===== src/rtl/mem_access_stage.sv =====
// Memory-access stage: EX/M bundle in, req/ack data-memory access, registered M/WB out.
// Optional MEM_TIMEOUT_EN aborts accesses that wait TIMEOUT_CYCLES without ack.
module mem_access_stage #(
  parameter int ADDR_W         = 16,
  parameter int TIMEOUT_CYCLES = 15
) (
  input  logic              clock,
  input  logic              reset,
  input  logic [15:0]       PC_plus1_in_M,
  input  logic [2:0]        WB_in_M,
  input  logic [1:0]        Memory_in_M,
  input  logic [15:0]       ALU_in_M,
  input  logic [15:0]       Memory_data_write_in_M,
  input  logic [15:0]       Zero_pad_in_M,
  input  logic [2:0]        Dest_in_M,
  input  logic              Valid_in_M,
  output logic              stall_out,
  output logic              dmem_req,
  output logic              dmem_we,
  output logic [ADDR_W-1:0] dmem_addr,
  output logic [15:0]       dmem_wdata,
  input  logic [15:0]       dmem_rdata,
  input  logic              dmem_ack,
  output logic [15:0]       PC_plus1_out_M_WB,
  output logic [2:0]        WB_out_M_WB,
  output logic [15:0]       ALU_out_M_WB,
  output logic [15:0]       Load_data_out_M_WB,
  output logic [15:0]       Zero_pad_out_M_WB,
  output logic [2:0]        Dest_out_M_WB,
  output logic              Valid_out_M_WB,
  output logic              Mem_err_out_M_WB
);

  typedef enum logic {IDLE, ACCESS} state_t;

  state_t              state;
  logic                h_we;
  logic [ADDR_W-1:0]   h_addr;
  logic [15:0]         h_wdata;
  logic [15:0]         h_pc;
  logic [15:0]         h_alu;
  logic [15:0]         h_zp;
  logic [2:0]          h_wb;
  logic [2:0]          h_dest;
  logic                is_mem;

  assign is_mem = Memory_in_M[1] | Memory_in_M[0];

  // Handshake outputs come only from registered state.
  assign dmem_req   = (state == ACCESS);
  assign stall_out  = (state == ACCESS);
  assign dmem_we    = (state == ACCESS) & h_we;
  assign dmem_addr  = h_addr;
  assign dmem_wdata = h_wdata;

`ifdef MEM_TIMEOUT_EN
  logic [7:0] cnt;
  logic       expire;
  assign expire = (cnt == 8'(TIMEOUT_CYCLES - 1));
`else
  assign Mem_err_out_M_WB = 1'b0;
`endif

  always_ff @(posedge clock or posedge reset) begin
    if (reset) begin
      state              <= IDLE;
      h_we               <= 1'b0;
      h_addr             <= '0;
      h_wdata            <= '0;
      h_pc               <= '0;
      h_alu              <= '0;
      h_zp               <= '0;
      h_wb               <= '0;
      h_dest             <= '0;
      PC_plus1_out_M_WB  <= '0;
      WB_out_M_WB        <= '0;
      ALU_out_M_WB       <= '0;
      Load_data_out_M_WB <= '0;
      Zero_pad_out_M_WB  <= '0;
      Dest_out_M_WB      <= '0;
      Valid_out_M_WB     <= 1'b0;
`ifdef MEM_TIMEOUT_EN
      cnt                <= '0;
      Mem_err_out_M_WB   <= 1'b0;
`endif
    end else begin
      Valid_out_M_WB <= 1'b0;
      unique case (state)
        IDLE: begin
          if (Valid_in_M && is_mem) begin
            h_we    <= Memory_in_M[0];
            h_addr  <= ALU_in_M[ADDR_W-1:0];
            h_wdata <= Memory_data_write_in_M;
            h_pc    <= PC_plus1_in_M;
            h_alu   <= ALU_in_M;
            h_zp    <= Zero_pad_in_M;
            h_wb    <= WB_in_M;
            h_dest  <= Dest_in_M;
            state   <= ACCESS;
`ifdef MEM_TIMEOUT_EN
            cnt     <= '0;
`endif
          end else if (Valid_in_M) begin
            PC_plus1_out_M_WB  <= PC_plus1_in_M;
            WB_out_M_WB        <= WB_in_M;
            ALU_out_M_WB       <= ALU_in_M;
            Load_data_out_M_WB <= '0;
            Zero_pad_out_M_WB  <= Zero_pad_in_M;
            Dest_out_M_WB      <= Dest_in_M;
            Valid_out_M_WB     <= 1'b1;
`ifdef MEM_TIMEOUT_EN
            Mem_err_out_M_WB   <= 1'b0;
`endif
          end
        end
        ACCESS: begin
          if (dmem_ack) begin
            PC_plus1_out_M_WB  <= h_pc;
            WB_out_M_WB        <= h_wb;
            ALU_out_M_WB       <= h_alu;
            Load_data_out_M_WB <= h_we ? 16'h0 : dmem_rdata;
            Zero_pad_out_M_WB  <= h_zp;
            Dest_out_M_WB      <= h_dest;
            Valid_out_M_WB     <= 1'b1;
            state              <= IDLE;
`ifdef MEM_TIMEOUT_EN
            Mem_err_out_M_WB   <= 1'b0;
          end else if (expire) begin
            PC_plus1_out_M_WB  <= h_pc;
            WB_out_M_WB        <= h_wb;
            ALU_out_M_WB       <= h_alu;
            Load_data_out_M_WB <= '0;
            Zero_pad_out_M_WB  <= h_zp;
            Dest_out_M_WB      <= h_dest;
            Valid_out_M_WB     <= 1'b1;
            Mem_err_out_M_WB   <= 1'b1;
            state              <= IDLE;
          end else begin
            cnt <= cnt + 8'd1;
`endif
          end
        end
        default: state <= IDLE;
      endcase
    end
  end

endmodule

===== config.mk =====
export PLATFORM = sky130hd
export DESIGN_NAME = mem_access_stage
export DESIGN_NICKNAME = d
export VERILOG_FILES = /design/src/rtl/mem_access_stage.sv
export SDC_FILE = /design/constraint.sdc
export NUM_CORES = 1
export LEC_CHECK = 0
export BUFFER_PORTS_ARGS = -buffer_cell sky130_fd_sc_hd__buf_2
export CAP_MARGIN = 20
export CORE_MARGIN = 1
export CORE_UTILIZATION = 31
export CTS_BUF_LIST = sky130_fd_sc_hd__clkbuf_16
export CTS_CLUSTER_DIAMETER = 120
export DETAILED_ROUTE_END_ITERATION = 7
export SLEW_MARGIN = 20
export SYNTH_ARGS = -nofsm -noshare
export SYNTH_HDL_FRONTEND = slang
export SYNTH_SLANG_ARGS = --single-unit

===== constraint.sdc =====
create_clock -name clock -period 11.1 [get_ports clock]
set_input_delay 2.22 -clock clock [delete_from_list [all_inputs] [get_ports clock]]
set_output_delay 2.22 -clock clock [all_outputs]
set_load 0.1 [all_outputs]

Word level (Yosys, flattened, before mapping)
Index checks and enable logic that the tools add are counted.

word-level totals
  output and inout bits = 107
  register bits after elaboration = 143
  word-level logic and storage cells = 56
  input port bits = 92

operators by class
  eq/ne operators = 3
  reductions and logical operators = 3
  multiplexer cells = 32
  bitwise gates (word level) = 3

operator list
  kind                                          number
  16-bit two-way mux                            13
  16-bit one-hot mux with 2 select lines        4
  3-bit two-way mux                             6
  3-bit one-hot mux with 2 select lines         2
  2-bit inequality test, second input constant  3
  1-bit two-way mux                             5
  1-bit one-hot mux with 2 select lines         2
  3-bit AND reduction                           1
  2-bit AND reduction                           1
  1-bit bitwise AND                             1
  1-bit logical AND                             1
  1-bit NOT                                     1
  1-bit bitwise OR                              1

Depth between registers and ports, before layout
  depth in word-level cells = 4
  mapped depth = 6
  gate-level depth less buffers = 4

Worst setup path after synthesis
OpenSTA, ideal clock, no wires.

  path type = reg2out
  start point = register state, in the netlist dmem_req
  end point = output port dmem_we
  arrival = 2.313 ns
  setup slack = 6.567 ns
  stages on the path, launching flop included = 4
  path buffers = 2
  required time = 8.880 ns
  cell sequence = dfrtp_1 -> buf_2 -> buf_2 -> and2_1

on the way
  cells in the longest elaborated chain, start to end = 1

ends and longest elaborated chain
  item                    line  source
  from (decl)             36    state_t state;
  from (signal assigned)  66    state <= IDLE;
  from (signal assigned)  99    state <= ACCESS;
  from (signal assigned)  125   state <= IDLE;
  1-bit bitwise AND       52    assign dmem_we = (state == ACCESS) & h_we;
  to (decl)               19    output logic dmem_we,

Every way passes these cells.

Worst setup path after layout
  start point = register state, in the netlist dmem_req
  end point = output port dmem_req

RTL lines
  item       line  source
  to (decl)  18    output logic dmem_req,

No word-level cell between the ends.

==> metrics.md <==
| Metric | Value |
|---|---|
| Status | `finished, final reports clean` |
| Number of fillers in the final layout | `1801` |
| First-pass GRT wire length | `22070 µm` |
| Drt first pass iters | `3` |
| Distinct cells, synth | `20` |
| Core area | `0.01889 mm²` |
| CTS root buffer | `clkbuf_16` |
| Die width | `141.8 µm` |
| Commonest non-fill, non-tap cell in the layout | `buf_2` |
| Worst-margin pin slew | `1.009 ns` |
| Clock latency on the worst-skew pair | `0.41 ns` |
| Layout area overhead | `29.70%` |
| Mapped Nets | `493` |
| Share of cells above drive strength 1 | `66.34%` |
| Die area | `0.02009 mm²` |
| Hold Path Class | `reg -> reg` |
| Vias per cell | `4.442` |
| Crit path arrival time | `2.30 ns` |
| Antenna violations before repair | `0` |
| Syn Inst Count | `401` |
| Slowest stage cell, crit path | `dfrtp_2` |
| # H-tree levels | `4` |
| Flops & latches, synth | `143` |
| Setup violators final | `0` |
| Worst-path cell chain | `buf_4, buf_2` |
| Site row count | `50` |
| Worst slack at placement | `6.526 ns` |
| Sequential share of the synthesized area | `59.10%` |
| Postcts setup bufs | `0` |
| Type of origin of the critical path | `flip-flop` |
| Tot GR Track Use | `14.07%` |
| Mapped cell area | `0.006055 mm²` |
| Worst-path fanout max | `36` |
| Clk_skew | `0.006072 ns` |
| Drt wl/cell | `15.13 µm` |
| Max stage delay on crit path | `0.78 ns` |
| # DRC | `0` |
| Via count | `3860` |
| # IOs | `199` |
| Vias in the first global route | `4365` |
| Max_cap viols | `0` |
| Number of port buffers | `197` |
| Clock buffer count from CTS | `17` |
| Ys Warns | `0` |
| Core Util, Final | `41.56%` |
| N_diodes | `0` |
| Total global routing overflow | `0` |
| Crit path kind | `reg -> out` |
| Final min period | `4.521 ns` |
| Period utilization | `40.73%` |
| RSZ-0062 raised after global routing | `no` |
| Final GP Congestion | `0.7531` |
| HPWL after DPL | `8800 µm` |
| Max-slew violations | `0` |
| Setup_tns | `0 ns` |
| Max frequency | `221.2 MHz` |
| Sink Count | `143` |
| ANT nets after route | `0` |
| WP data required | `8.88 ns` |
| Initial detailed-routing violation count | `123` |
| Worst Setup End Kind | `output pin` |
| # resized after CTS | `0` |
| Aggregate routed wire length | `13150 µm` |
| Worst rel slew slack | `32.73%` |
| Clock-pin slew on the worst setup and hold paths | `0.06 ns` |
| CTS max path bufs | `2` |
| CTS tree | `yes` |
| Final setup margin | `6.579 ns` |
| Largest net degree at the start of global routing | `80` |
| Fin. Hold Viols | `0` |
| CP top delay family | `buffers and inverters` |
| CP bufs+invs | `2` |
| Die H | `141.8 µm` |
| Starting Density | `32.05%` |
| Hold-fix buffers, CTS | `0` |
| Syn Area/Cell | `15.10 µm²` |
| Final Net Count | `688` |
| Commonest non-fill, non-tap cells in the layout | `buf_2 (197), mux2_2 (172), dfrtp_1 (142)` |
stage by stage:
step | instances | hold slack [ns] | instance area, µm²
6_report | 869 | 0.4873 | 7853
2_1_floorplan | 401 | 0.4749 | 6055
3_3_place_gp | 837 | 0.4638 | 7272
4_1_cts | 869 | 0.4914 | 7850
3_5_place_dp | 837 | 0.4781 | 7272
5_1_grt | 869 | 0.5151 | 7853
path summary, 6_finish.rpt:
| kind | endpoint | slack [ns] | start | cells past startpoint |
|---|---|---|---|---|
| max in group asynchronous | h_alu[7] | 7.83 | reset | 3 |
| worst max register to register | PC_plus1_out_M_WB[4] | 7.75 | dmem_req | 6 |
| worst max-delay path | dmem_req | 6.58 | dmem_req | 2 |
| worst min register to register | PC_plus1_out_M_WB[13] | 0.49 | PC_plus1_out_M_WB[13] | 1 |
| min in group asynchronous | PC_plus1_out_M_WB[14] | 1.93 | reset | 2 |
| worst min-delay path | PC_plus1_out_M_WB[13] | 0.49 | PC_plus1_out_M_WB[13] | 1 |
cells by family after synthesis:
logic type             synth area share (%)
AO/OA/AOI/OAI                        0.9713
multiplexers                          35.26
buffers and inverters                 3.265
flip-flops                            59.10
AND/OR/NAND/NOR                       1.343
other                               0.06194
cells in the mapped netlist:
library cell,n,share of area [%]
a32o_1,3,0.50
nand2_1,14,0.87
mux2i_1,13,2.1
buf_2,17,1.4
inv_2,1,0.062
inv_1,15,0.93
a22oi_2,1,0.21
dfrtp_1,143,59
nor2_1,1,0.062
buf_4,4,0.50
buf_1,1,0.062
and2_1,1,0.10
conb_1,1,0.062
mux2_1,6,1.1
clkbuf_1,2,0.12
mux2_2,172,32
nor2b_1,3,0.31
a21o_1,1,0.12
buf_6,1,0.19
a22o_1,1,0.14
area by class of cell:
cell class / count / area [µm²] / share of cell area (%)
Tap cell: 260 / 325.3 / 4.143
Sequential cell: 143 / 3580 / 45.59
Clock buffer: 17 / 425.4 / 5.417
Inverter: 16 / 65.06 / 0.8286
Multi-Input combinational cell: 217 / 2288 / 29.14
Clock inverter: 15 / 152.6 / 1.944
Timing Repair Buffer: 201 / 1016 / 12.94
registers in the layout, summed over array words and instances (netlist names):
name                cells
ALU_out_M_WB           16
Dest_out_M_WB           3
Load_data_out_M_WB     16
PC_plus1_out_M_WB      16
Valid_out_M_WB          1
WB_out_M_WB             3
Zero_pad_out_M_WB      16
dmem_req                1
dmem_wdata             16
h_alu                  16
h_dest                  3
h_pc                   16
h_wb                    3
h_we                    1
h_zp                   16
per-layer routing:
layer | vias up | global-route usage (%) | wire length [µm]
li1 | 1793 | - | -
met5 | - | 0 | 0
met4 | 0 | 5.716 | 205
met3 | 16 | 4.455 | 861
met2 | 128 | 23.62 | 6463
met1 | 1923 | 16.67 | 5618
Power is left out: the tool's default activity adds up to more than one toggle a clock period on the data nets, which glitch-free logic cannot reach.
